[config.mk]
export PLATFORM = sky130hd
export DESIGN_NAME = if_fetch_unit
export DESIGN_NICKNAME = d
export VERILOG_FILES = /design/src/rtl/cpu_pkg.sv /design/src/rtl/fetch_skid_buf.sv /design/src/rtl/if_fetch_unit.sv
export SDC_FILE = /design/constraint.sdc
export NUM_CORES = 1
export LEC_CHECK = 0
export ABC_CLOCK_PERIOD_IN_PS = 2900
export BUFFER_PORTS_ARGS = -buffer_cell sky130_fd_sc_hd__buf_2
export CORE_UTILIZATION = 52
export DETAILED_ROUTE_END_ITERATION = 6
export GPL_TIMING_DRIVEN = 0
export PLACE_DENSITY = 0.79
export SLEW_MARGIN = 20
export SYNTH_ARGS = -nofsm -noshare
export SYNTH_HDL_FRONTEND = slang
export SYNTH_HIERARCHICAL = 1
export SYNTH_SLANG_ARGS = --single-unit
[constraint.sdc]
create_clock -name clk_i -period 2.9 [get_ports clk_i]
set_input_delay 0.58 -clock clk_i [delete_from_list [all_inputs] [get_ports clk_i]]
set_output_delay 0.58 -clock clk_i [all_outputs]
set_load 0.02 [all_outputs]
[src/rtl/cpu_pkg.sv]
// Shared definitions for the MIPS front end: word width, PC step, NOP encoding,
// fetch FSM states and the {PC+4, instruction} entry carried to the IF/ID register.
package cpu_pkg;

    localparam int unsigned WORD_W = 32;
    localparam logic [WORD_W-1:0] PC_INC = 32'd4;
    localparam logic [WORD_W-1:0] NOP_INST = 32'h0000_0000;

    typedef enum logic [1:0] {
        IDLE,
        FETCH,
        DRAIN
    } fetch_state_e;

    typedef struct packed {
        logic [WORD_W-1:0] added_pc;
        logic [WORD_W-1:0] inst;
    } fetch_entry_t;

    // Modulo-2^32 increment; 32'hFFFF_FFFC wraps to 0.
    function automatic logic [WORD_W-1:0] pc_next(input logic [WORD_W-1:0] pc);
        return pc + PC_INC;
    endfunction

endpackage

[src/rtl/fetch_skid_buf.sv]
// Two-entry ordered buffer (out slot + skid) between instruction memory and IF/ID.
// Empty entries read as {0, NOP} so the consumer never sees stale data.
module fetch_skid_buf
    import cpu_pkg::*;
#(
    parameter logic [WORD_W-1:0] NOP_INST = cpu_pkg::NOP_INST
) (
    input  logic         clk_i,
    input  logic         rst_i,
    input  logic         push_i,
    input  fetch_entry_t push_data_i,
    input  logic         accept_i,
    input  logic         flush_i,
    output fetch_entry_t out_o,
    output logic         valid_o,
    output logic         full_o
);

    fetch_entry_t out_q, out_d;
    fetch_entry_t skid_q, skid_d;
    logic         out_vld_q, out_vld_d;
    logic         skid_vld_q, skid_vld_d;
    fetch_entry_t empty_entry;

    assign empty_entry = '{added_pc: '0, inst: NOP_INST};

    always_comb begin
        out_d      = out_q;
        out_vld_d  = out_vld_q;
        skid_d     = skid_q;
        skid_vld_d = skid_vld_q;

        if (flush_i) begin
            out_d      = empty_entry;
            out_vld_d  = 1'b0;
            skid_d     = empty_entry;
            skid_vld_d = 1'b0;
        end else if (!out_vld_q || accept_i) begin
            // Out slot frees up: the older skid entry goes first, new data backfills.
            if (skid_vld_q) begin
                out_d      = skid_q;
                out_vld_d  = 1'b1;
                skid_d     = push_i ? push_data_i : empty_entry;
                skid_vld_d = push_i;
            end else begin
                out_d     = push_i ? push_data_i : empty_entry;
                out_vld_d = push_i;
            end
        end else if (push_i) begin
            skid_d     = push_data_i;
            skid_vld_d = 1'b1;
        end
    end

    always_ff @(posedge clk_i) begin
        if (rst_i) begin
            out_q      <= empty_entry;
            out_vld_q  <= 1'b0;
            skid_q     <= empty_entry;
            skid_vld_q <= 1'b0;
        end else begin
            out_q      <= out_d;
            out_vld_q  <= out_vld_d;
            skid_q     <= skid_d;
            skid_vld_q <= skid_vld_d;
        end
    end

    assign out_o   = out_q;
    assign valid_o = out_vld_q;
    assign full_o  = skid_vld_q;

endmodule

[src/rtl/if_fetch_unit.sv]
// MIPS instruction-fetch stage: owns the PC, fetches over a req/ack handshake and
// delivers {PC+4, instruction} to IF/ID, honouring stalls and branch/jump redirects.
module if_fetch_unit
    import cpu_pkg::*;
#(
    parameter logic [WORD_W-1:0] RESET_PC = 32'h0000_0000,
    parameter logic [WORD_W-1:0] NOP_INST = cpu_pkg::NOP_INST
) (
    input  logic              clk_i,
    input  logic              rst_i,
    input  logic              stall_i,
    input  logic              branch_i,
    input  logic [WORD_W-1:0] branch_target_i,
    input  logic              jump_i,
    input  logic [WORD_W-1:0] jump_target_i,
    output logic              imem_req_o,
    output logic [WORD_W-1:0] imem_addr_o,
    input  logic              imem_ack_i,
    input  logic [WORD_W-1:0] imem_rdata_i,
    output logic [WORD_W-1:0] addedPC_o,
    output logic [WORD_W-1:0] inst_o,
    output logic              inst_valid_o
);

    fetch_state_e      state_q, state_d;
    logic [WORD_W-1:0] pc_q, pc_d;
    logic              pend_q, pend_d;

    logic              redirect;
    logic [WORD_W-1:0] redirect_pc;
    logic              ack;
    logic              req;
    logic              accept;
    logic              push;
    logic              flush;
    fetch_entry_t      push_data;
    fetch_entry_t      out_entry;
    logic              out_valid;
    logic              skid_full;

    assign redirect    = branch_i | jump_i;
    assign redirect_pc = jump_i ? jump_target_i : branch_target_i;
    // An ack only means something while a request is outstanding.
    assign ack         = imem_ack_i & pend_q;
    // Once raised, req stays up until ack even if the skid fills meanwhile.
    assign req         = (state_q == FETCH) & (pend_q | ~skid_full);
    assign accept      = out_valid & ~stall_i;
    assign push_data   = '{added_pc: pc_next(pc_q), inst: imem_rdata_i};

    always_comb begin
        state_d = state_q;
        pc_d    = pc_q;
        pend_d  = pend_q;
        push    = 1'b0;
        flush   = 1'b0;

        unique case (state_q)
            IDLE: begin
                state_d = FETCH;
            end
            FETCH: begin
                if (ack) begin
                    pend_d = 1'b0;
                    if (!redirect) begin
                        pc_d = pc_next(pc_q);
                        push = 1'b1;
                    end
                end else begin
                    pend_d = req;
                    // The in-flight fetch belongs to the old path; wait out its ack.
                    if (redirect && req) begin
                        state_d = DRAIN;
                    end
                end
            end
            DRAIN: begin
                if (ack) begin
                    pend_d  = 1'b0;
                    state_d = FETCH;
                end
            end
            default: begin
                state_d = IDLE;
                pend_d  = 1'b0;
            end
        endcase

        if (redirect) begin
            pc_d  = redirect_pc;
            flush = 1'b1;
        end
    end

    always_ff @(posedge clk_i) begin
        if (rst_i) begin
            state_q <= IDLE;
            pc_q    <= RESET_PC;
            pend_q  <= 1'b0;
        end else begin
            state_q <= state_d;
            pc_q    <= pc_d;
            pend_q  <= pend_d;
        end
    end

    fetch_skid_buf #(
        .NOP_INST (NOP_INST)
    ) u_skid_buf (
        .clk_i       (clk_i),
        .rst_i       (rst_i),
        .push_i      (push),
        .push_data_i (push_data),
        .accept_i    (accept),
        .flush_i     (flush),
        .out_o       (out_entry),
        .valid_o     (out_valid),
        .full_o      (skid_full)
    );

    assign imem_req_o   = req;
    assign imem_addr_o  = pc_q;
    assign addedPC_o    = out_entry.added_pc;
    assign inst_o       = out_entry.inst;
    assign inst_valid_o = out_valid;

endmodule

==> results of run 1 <==
-- placed cells by master (no fill, tap or decap), types with 8 or more instances in the layout --
cell type / instances
nor3_1: 8
clkbuf_16: 17
clkbuf_1: 44
buf_2: 213
xor2_1: 14
a221oi_1: 75
nand2_1: 27
nor2_1: 105
xnor2_1: 21
a22o_1: 49
nand3_1: 13
dfxtp_1: 165
a21oi_1: 14
a22o_2: 16
a22oi_1: 12
nand4_1: 8
o22ai_1: 12
o21ai_0: 68
-- registers in the layout, summed over array words and instances (netlist names) --
| register | count |
|---|---|
| u_skid_buf/skid_q | 64 |
| imem_addr_o | 32 |
| u_skid_buf/valid_o | 1 |
| state_q | 2 |
| u_skid_buf/full_o | 1 |
| u_skid_buf/out_o | 64 |
| pend_q | 1 |
-- cell type report --
type | instances | area (um2)
Inverter | 7 | 26.28
Fill cell | 1101 | 4350
Buffer | 74 | 356.6
Clock buffer | 20 | 456.7
Tap cell | 176 | 220.2
Multi-Input combinational cell | 516 | 3521
Clock inverter | 12 | 175.2
Timing Repair Buffer | 198 | 991.0
Sequential cell | 165 | 3303
-- Yosys cell counts (6+ instances only) --
master and count:
o21ai_0 68, buf_2 15, a32o_1 7, buf_1 7, a22o_2 16, o22ai_1 12
nand2_1 27, a221oi_1 75, buf_6 7, clkbuf_1 43, dfxtp_1 165, xnor2_1 21
nand3_1 13, a22oi_1 12, a21oi_1 14, xor2_1 14, a22o_1 49, nand4_1 8
nor3_1 8, inv_1 6, nor2_1 106
-- logic make-up (layout without fill, tap and decap cells) --
| kind of cell | count (synthesis) | in the layout | synth area share [%] |
|---|---|---|---|
| flip-flops | 165 | 165 | 45.85 |
| buffers and inverters | 81 | 311 | 5.314 |
| AND/OR/NAND/NOR | 202 | 202 | 14.54 |
| multiplexers | 2 | 2 | 0.2779 |
| XOR/XNOR | 40 | 40 | 5.384 |
| adder cells (fa/ha/maj) | 1 | 1 | 0.1736 |
| AO/OA/AOI/OAI | 271 | 271 | 28.46 |
-- worst max path at each step --
stage                    start  slack (ns)                     to
floorplan             branch_i        0.68   u_skid_buf/out_o[10]
global placement      branch_i       -0.14   u_skid_buf/out_o[58]
detailed placement    branch_i       -0.17   u_skid_buf/out_o[32]
CTS                 state_q[1]        0.20  u_skid_buf/skid_q[51]
global route        state_q[0]        0.15   u_skid_buf/out_o[25]
finish              state_q[1]        0.30  u_skid_buf/skid_q[51]
-- critical path, stage by stage, from the launching register on --
cell and delay, ns:
dfxtp_1 0.41, nand4b_1 0.21, clkbuf_1 0.46, nor2_2 0.18
and3b_2 0.26, a211oi_4 0.62, buf_6 0.24, a22o_2 0.15
-- what timing repair did --
action | 4_1_cts | 5_1_grt
resized for setup | 0 | 1
setup buffers | 0 | 0
setup endpoints to repair | 0 | 2
-- through the flow --
| step | instances | TNS (ns) | util (%) |
|---|---|---|---|
| after floorplan | 762 | 0 | - |
| after global placement | 1136 | -7.485 | 62.80 |
| after detailed placement | 1136 | -9.378 | 62.80 |
| after CTS | 1168 | 0 | 67.52 |
| after global routing | 1168 | 0 | 67.54 |
| final | 1168 | 0 | 67.54 |
-- power groups by stage --
stage	clock [uW]	combinational [uW]	sequential (uW)
6_report	2400	454	2370
5_1_grt	2530	498	2380
3_5_place_dp	0	445	2420
2_1_floorplan	0	227	2450
4_1_cts	2420	448	2370
3_3_place_gp	0	440	2420
-- layer usage --
metal / up-vias / routed length, um / share of wire (%) / track usage, %
met1: 3269 / 9267 / 45 / 41.41
met4: 0 / 367 / 1.8 / 11.88
li1: 3308 / - / - / -
met5: - / 0 / 0 / 0
met3: 30 / 1552 / 7.5 / 6.179
met2: 306 / 9610 / 46 / 46.28
==> run summary, run 1 <==
Status - complete, no violations
Mapped Area - 7204 um2
Post-Syn Instances - 762
FMAX - 384.4 MHz
First-pass GRT wire length - 33960 um
Synth async-reset ratio - 0%
Fin area - 9050 um2
CP required - 3.26 ns
Vias per inst - 5.919
Reg2reg start - state_q[1]
Worst Setup Path Type - flop to flop
Syn avg cell area - 9.455 um2
Clk sink count - 165
CTS Buffer Depth - 2
Die X-Extent - 119.7 um
Final Net Count - 1082
Worst vdd ir - 0.4432 mV
GPL Wtd Cong - 0.9420
Row cnt - 42
Flops & latches, synth - 165
Area after DPL - 8416 um2
Pre-CTS setup slack - -0.1670 ns
Seq/Total Area, Yosys - 45.85%
Reg2reg end - u_skid_buf/skid_q[51]
Mapped Nets - 865
Count of pins over their slew limit - 0
Min cycle time layout - 2.602 ns
CTS tree - yes
# hold bufs at CTS - 0
Clock-pin slew on the worst setup and hold paths - 0.06 ns
Total power - 5232 uW
Pwr dens - 578.1 nW/um2
Final wirelength - 20800 um
Fin Hold WS - 0.3798 ns
Hold Startpoint - imem_rdata_i[6]
Switching share of power - 23.95%
P_leak - 0.003757 uW
Final Cycle Share - 89.71%
Die area - 14330 um2
EDFF count, synth - 0
Net switching power - 1253 uW
Clock Latency Late Sink - 0.42 ns
Starting Density - 53.76%
Largest net degree at the start of global routing - 17
Clock power frac - 45.9%
Power Internal - 3979 uW
Flop pwr share - 45.4%
Hold path depth - 2
RSZ-0062 raised after global routing - no
Synth area leaders - dfxtp_1, a221oi_1, a22o_1
Top cell type's share of synthesized area - 45.85%
Worst Setup Slack, final - 0.2984 ns
Share of post-route cells with drive strength above 1 - 29.64%
Hold Vio Cnt, Final - 0
Register-to-Register Path Depth - 7
CP endpoint kind - flop
Root Buffer - clkbuf_16
Critical path arrival - 2.97 ns
H-tree depth - 4
Die height - 119.7 um
Hold EP - u_skid_buf/skid_q[6]
Syn-to-layout area delta - 25.62%
Remaining Overflow, GRT - 0
Startpoint class of the critical path - flop
DR WL/cell - 17.81 um
Most used DFF post-synth - dfxtp_1
CTS Buf Count - 17
Pre-Repair DR Iteration Count - 5
Port bufs - 198
Antenna viol nets, final - 0
Drt drc - 0
Initial antenna violation count - 0
# IOs - 200
Ant diodes - 0
Yosys cell types - 57
Max Cap Viol - 0
Setup violators final - 0
HP Class - input port to flop
Iteration-0 DRC Markers - 680
R2r setup slk - 0.30 ns
Yosys warns - 6
Core area - 13400 um2
Worst Tran Pin Value - 0.7822 ns
Comb power frac - 8.7%
Worst Path Max Fanout - 10
Total track usage - 30.13%
Synth area leader - dfxtp_1
Layout Skew - 0.006412 ns
Vias - 6913
Vias in the first global route - 6583
Relative slew margins - 47.68%
Hpwl dp - 14850 um
Power figures use the tool's default switching activity.
==> inputs of run 2 (changes only) <==
- CORE_MARGIN: unset -> 1.5
- SLEW_MARGIN: 20 -> unset
==> run summary, run 2 (same netlist as run 1, synthesis figures left out) <==
Status - complete, no violations
Fin Setup TNS - 0 ns
Most frequent cells in the layout - buf_2, dfxtp_1, nor2_1
CTS Buffer Depth - 2
Core area - 13400 um2
CP endpoint kind - flop
Postcts setup bufs - 0
RSZ-0062 raised after global routing - no
Worst Setup Path Type - flop to flop
Clock Latency Late Sink - 0.43 ns
Count of pins over their slew limit - 0
DR WL/cell - 18.00 um
Total power - 5330 uW
Clk sink count - 165
HP Class - input port to flop
First-pass GRT wire length - 33540 um
Die height - 120.7 um
Vias in the first global route - 6571
CTS Buf Count - 17
H-tree depth - 4
GPL Wtd Cong - 0.9186
Vias - 6945
Worst vdd ir - 0.4566 mV
Hold Vio Cnt, Final - 0
Initial antenna violation count - 0
CTS tree - yes
Pre-Repair DR Iteration Count - 5
Largest net degree at the start of global routing - 17
P_leak - 0.003772 uW
Final Net Count - 1082
Relative slew margins - 52.13%
Max Cap Viol - 0
Worst Path Max Fanout - 10
Final Cycle Share - 89.28%
Setup violators final - 0
Critical path arrival - 2.96 ns
Antenna viol nets, final - 0
Drt drc - 0
Port bufs - 198
Filler Cell Count - 1101
Pwr dens - 587.2 nW/um2
# IOs - 200
Starting Density - 53.76%
Total track usage - 29.24%
Die X-Extent - 120.7 um
Hpwl dp - 14860 um
Die area - 14570 um2
Vias per inst - 5.946
Syn-to-layout area delta - 25.98%
Area after DPL - 8416 um2
Final wirelength - 21030 um
Root Buffer - clkbuf_16
Row cnt - 42
Iteration-0 DRC Markers - 690
Remaining Overflow, GRT - 0
Ant diodes - 0
Fin Hold WS - 0.3688 ns
Worst Tran Pin Value - 0.7158 ns
Commonest non-fill, non-tap cell in the layout - buf_2
Fin area - 9076 um2
Layout Skew - 0.006143 ns
FMAX - 386.2 MHz
Clock-pin slew on the worst setup and hold paths - 0.06 ns
CP required - 3.27 ns
Min cycle time layout - 2.589 ns
Share of post-route cells with drive strength above 1 - 29.54%
Startpoint class of the critical path - flop
-- run 2: cell types whose count changed in the layout (fill, tap and decap cells not counted) --
cell        delta
clkinv_4       +3
clkinv_2       -2
clkinvlp_4     -2
bufinv_16      +1
clkbuf_1       +1
inv_6          -1
-- run 2: critical path: stages, from the launching register on --
cell      delay, ns
dfxtp_1        0.45
nand4b_1       0.22
clkbuf_1       0.31
nor2_2         0.35
nor2b_1        0.16
buf_2          0.24
buf_1          0.43
a221oi_1       0.18
nor2_1         0.16
-- run 2: area by class of cell --
cell class	instances	area, um2	area share, %
buffer	74	356.6	3.929
clock buffer	21	460.4	5.073
clock inverter	11	197.7	2.178
inverter	7	26.28	0.2895
multi-input combinational	516	3521	38.79
sequential	165	3303	36.39
tap	176	220.2	2.426
timing repair buffer	198	991.0	10.92
-- run 2: timing repair --
action                                 4_1_cts  5_1_grt
hold buffers                                 0        0
endpoints found under the hold margin        0        0
resized for setup                            0        1
setup endpoints to repair                    0       10
-- run 2: path summary, 6_finish.rpt --
check                                           start               endpoint  slack [ns]  cells after the start
worst max-delay path                       state_q[0]   u_skid_buf/out_o[59]        0.31                      8
worst min-delay path                  imem_rdata_i[8]   u_skid_buf/skid_q[8]        0.37                      2
worst max register to register             state_q[0]   u_skid_buf/out_o[59]        0.31                      8
worst min register to register  u_skid_buf/skid_q[12]  u_skid_buf/skid_q[12]        0.48                      1
-- run 2: per-layer routing --
| metal | vias to the layer above | global-route usage, % | routed length, um |
|---|---|---|---|
| met3 | 30 | 7.358 | 1552 |
| met1 | 3275 | 40.10 | 9445 |
| met2 | 335 | 44.78 | 9620 |
| li1 | 3305 | - | - |
| met5 | - | 0 | 0 |
| met4 | 0 | 10.22 | 411 |
-- run 2: through the flow --
stage	util, %	setup WS, ns	cells
6_report	67.73	0.3109	1168
5_1_grt	67.73	0.1422	1168
4_1_cts	67.71	0.2278	1168
3_5_place_dp	62.80	-0.06911	1136
3_3_place_gp	62.80	-0.05530	1136
2_1_floorplan	-	0.6757	762
-- run 2: power breakdown --
group | switching (uW) | leakage [uW] | internal [uW] | total, uW
sequential | 70.0 | 0.00134 | 2310 | 2380
clock | 922 | 0.000318 | 1580 | 2500
combinational | 269 | 0.00212 | 185 | 454
total | 1260 | 0.00377 | 4070 | 5330
==> inputs of run 3 (changes only) <==
--- a/config.mk
+++ b/config.mk
@@ -18 +18,2 @@
 export SYNTH_SLANG_ARGS = --single-unit
+export TNS_END_PERCENT = 10
==> constraint.sdc (replaced) <==
create_clock -name clk_i -period 2.9 [get_ports clk_i]
set_input_delay 0.145 -clock clk_i [delete_from_list [all_inputs] [get_ports clk_i]]
set_output_delay 0.145 -clock clk_i [all_outputs]
set_load 0.02 [all_outputs]
==> run summary, run 3 (same netlist as run 1, synthesis figures left out) <==
Slowest library cell on the worst path - a211oi_4
Final wirelength - 22140 um
Core area - 13400 um2
Die height - 120.7 um
Worst Setup Path Type - flop to flop
CP Cell Sequence - nand4b_1 -> clkbuf_1 -> nor2_2 -> and3b_2 -> a211oi_4 -> buf_6 -> a22o_1
Share of post-route cells with drive strength above 1 - 28.28%
Clk sink count - 165
Largest net degree at the start of global routing - 17
Pre-CTS setup slack - 0.2767 ns
Commonest non-fill, non-tap cell in the layout - buf_2
Largest stage delay, worst path - 0.59 ns
Switching share of power - 23.80%
Initial antenna violation count - 0
Vias - 7213
Antenna viol nets, final - 0
GPL Wtd Cong - 0.9186
First-pass GRT wire length - 34890 um
FMAX - 390.2 MHz
Hold path depth - 3
Clock power frac - 46.5%
Final Cycle Share - 88.37%
Pwr dens - 566.7 nW/um2
Total track usage - 30.47%
DR WL/cell - 18.27 um
Status - complete, no violations
R2r setup slk - 0.34 ns
Crit path depth - 7
CTS Buffer Depth - 2
Comb power frac - 9.4%
Top delay family on crit path - compound AO/OA/AOI/OAI gates
Final Net Count - 1126
Net switching power - 1284 uW
Power Internal - 4109 uW
CP required - 3.28 ns
Worst Setup Slack, final - 0.3372 ns
Iteration-0 DRC Markers - 695
Vias in the first global route - 6854
RSZ-0062 raised after global routing - no
Fin Setup TNS - 0 ns
Row cnt - 42
Min cycle time layout - 2.563 ns
Critical path arrival - 2.94 ns
Startpoint class of the critical path - flop
Reg2reg end - u_skid_buf/skid_q[52]
CTS tree - yes
H-tree depth - 4
Flop pwr share - 44.1%
Most frequent cells in the layout - buf_2, dfxtp_1, nor2_1
Filler Cell Count - 1039
Worst Path Max Fanout - 10
Worst vdd ir - 0.4598 mV
Register-to-Register Path Depth - 7
Setup violators final - 0
Crit path from - state_q[1]
Worst Tran Pin Value - 0.7340 ns
CP endpoint kind - flop
Max Cap Viol - 0
Remaining Overflow, GRT - 0
Fin area - 9517 um2
Vias per inst - 5.951
Root Buffer - clkbuf_16
Pre-Repair DR Iteration Count - 7
Port bufs - 198
Worst Setup EP - u_skid_buf/skid_q[52]
Relative slew margins - 50.91%
Starting Density - 53.76%
Area after DPL - 8416 um2
Buf/Inv on CP - 2
Count of pins over their slew limit - 0
Clock-pin slew on the worst setup and hold paths - 0.06 ns
Ant diodes - 0
Drt drc - 0
Die X-Extent - 120.7 um
Layout Skew - 0.01095 ns
# IOs - 200
Clock Latency Late Sink - 0.44 ns
Hold Vio Cnt, Final - 0
Reg2reg start - state_q[1]
HP Class - input port to flop
Syn-to-layout area delta - 32.09%
Hpwl dp - 14860 um
Die area - 14570 um2
CTS Buf Count - 17
P_leak - 0.003958 uW
-- run 3: what timing repair did --
item / in CTS / in global routing
endpoints found under the hold margin: 57 / 0
setup buffers: 0 / 0
resized for setup: 0 / 1
hold buffers: 44 / 0
endpoints found under the setup margin: 0 / 11
-- run 3: final cells by class --
type / instances / area (um2) / area share, %
inverter: 7 / 26.28 / 0.2761
multi-input combinational: 516 / 3521 / 37.00
timing repair buffer: 242 / 1431 / 15.04
buffer: 74 / 356.6 / 3.747
clock inverter: 11 / 197.7 / 2.077
sequential: 165 / 3303 / 34.71
clock buffer: 21 / 460.4 / 4.838
tap: 176 / 220.2 / 2.314
-- run 3: per-stage QoR --
stage          total power [uW]  hold WS, ns  cells  utilization [%]
2_1_floorplan              2674       0.2451    762                -
3_3_place_gp               2862       0.3705   1136            62.80
3_5_place_dp               2867       0.3828   1136            62.80
4_1_cts                    5390     0.006167   1212            71.00
5_1_grt                    5556      0.03063   1212            71.02
6_report                   5393      0.01495   1212            71.02
-- run 3: how the worst min path moves through the flow --
stage / startpoint / to / slack [ns]
3_3_place_gp: imem_rdata_i[7] / u_skid_buf/skid_q[7] / 0.37
5_1_grt: branch_target_i[11] / imem_addr_o[11] / 0.03
4_1_cts: branch_target_i[21] / imem_addr_o[21] / 0.006
2_1_floorplan: imem_ack_i / state_q[1] / 0.25
6_report: branch_target_i[10] / imem_addr_o[10] / 0.01
3_5_place_dp: jump_target_i[1] / imem_addr_o[1] / 0.38
-- run 3: layer usage --
metal  global-route usage (%)  wire [um]  vias to the layer above
met1                    40.75       9635                     3396
li1                         -          -                     3394
met5                        0          0                        -
met3                    7.689       1712                       48
met2                    47.80      10230                      375
met4                    10.88        566                        0
-- run 3: worst reg2reg max path, delay by kind of cell (launching register included) --
kind	cells	cell delay, ns
AO/OA/AOI/OAI	2	0.74
buffers and inverters	2	0.67
AND/OR/NAND/NOR	3	0.65
flip-flops	1	0.42
-- run 3: power groups by stage --
stage               logic [uW]  clock network, uW  registers (uW)
floorplan                  227                  0            2450
global placement           439                  0            2420
detailed placement         444                  0            2420
CTS                        495               2520            2370
global route               551               2620            2380
finish                     507               2510            2380
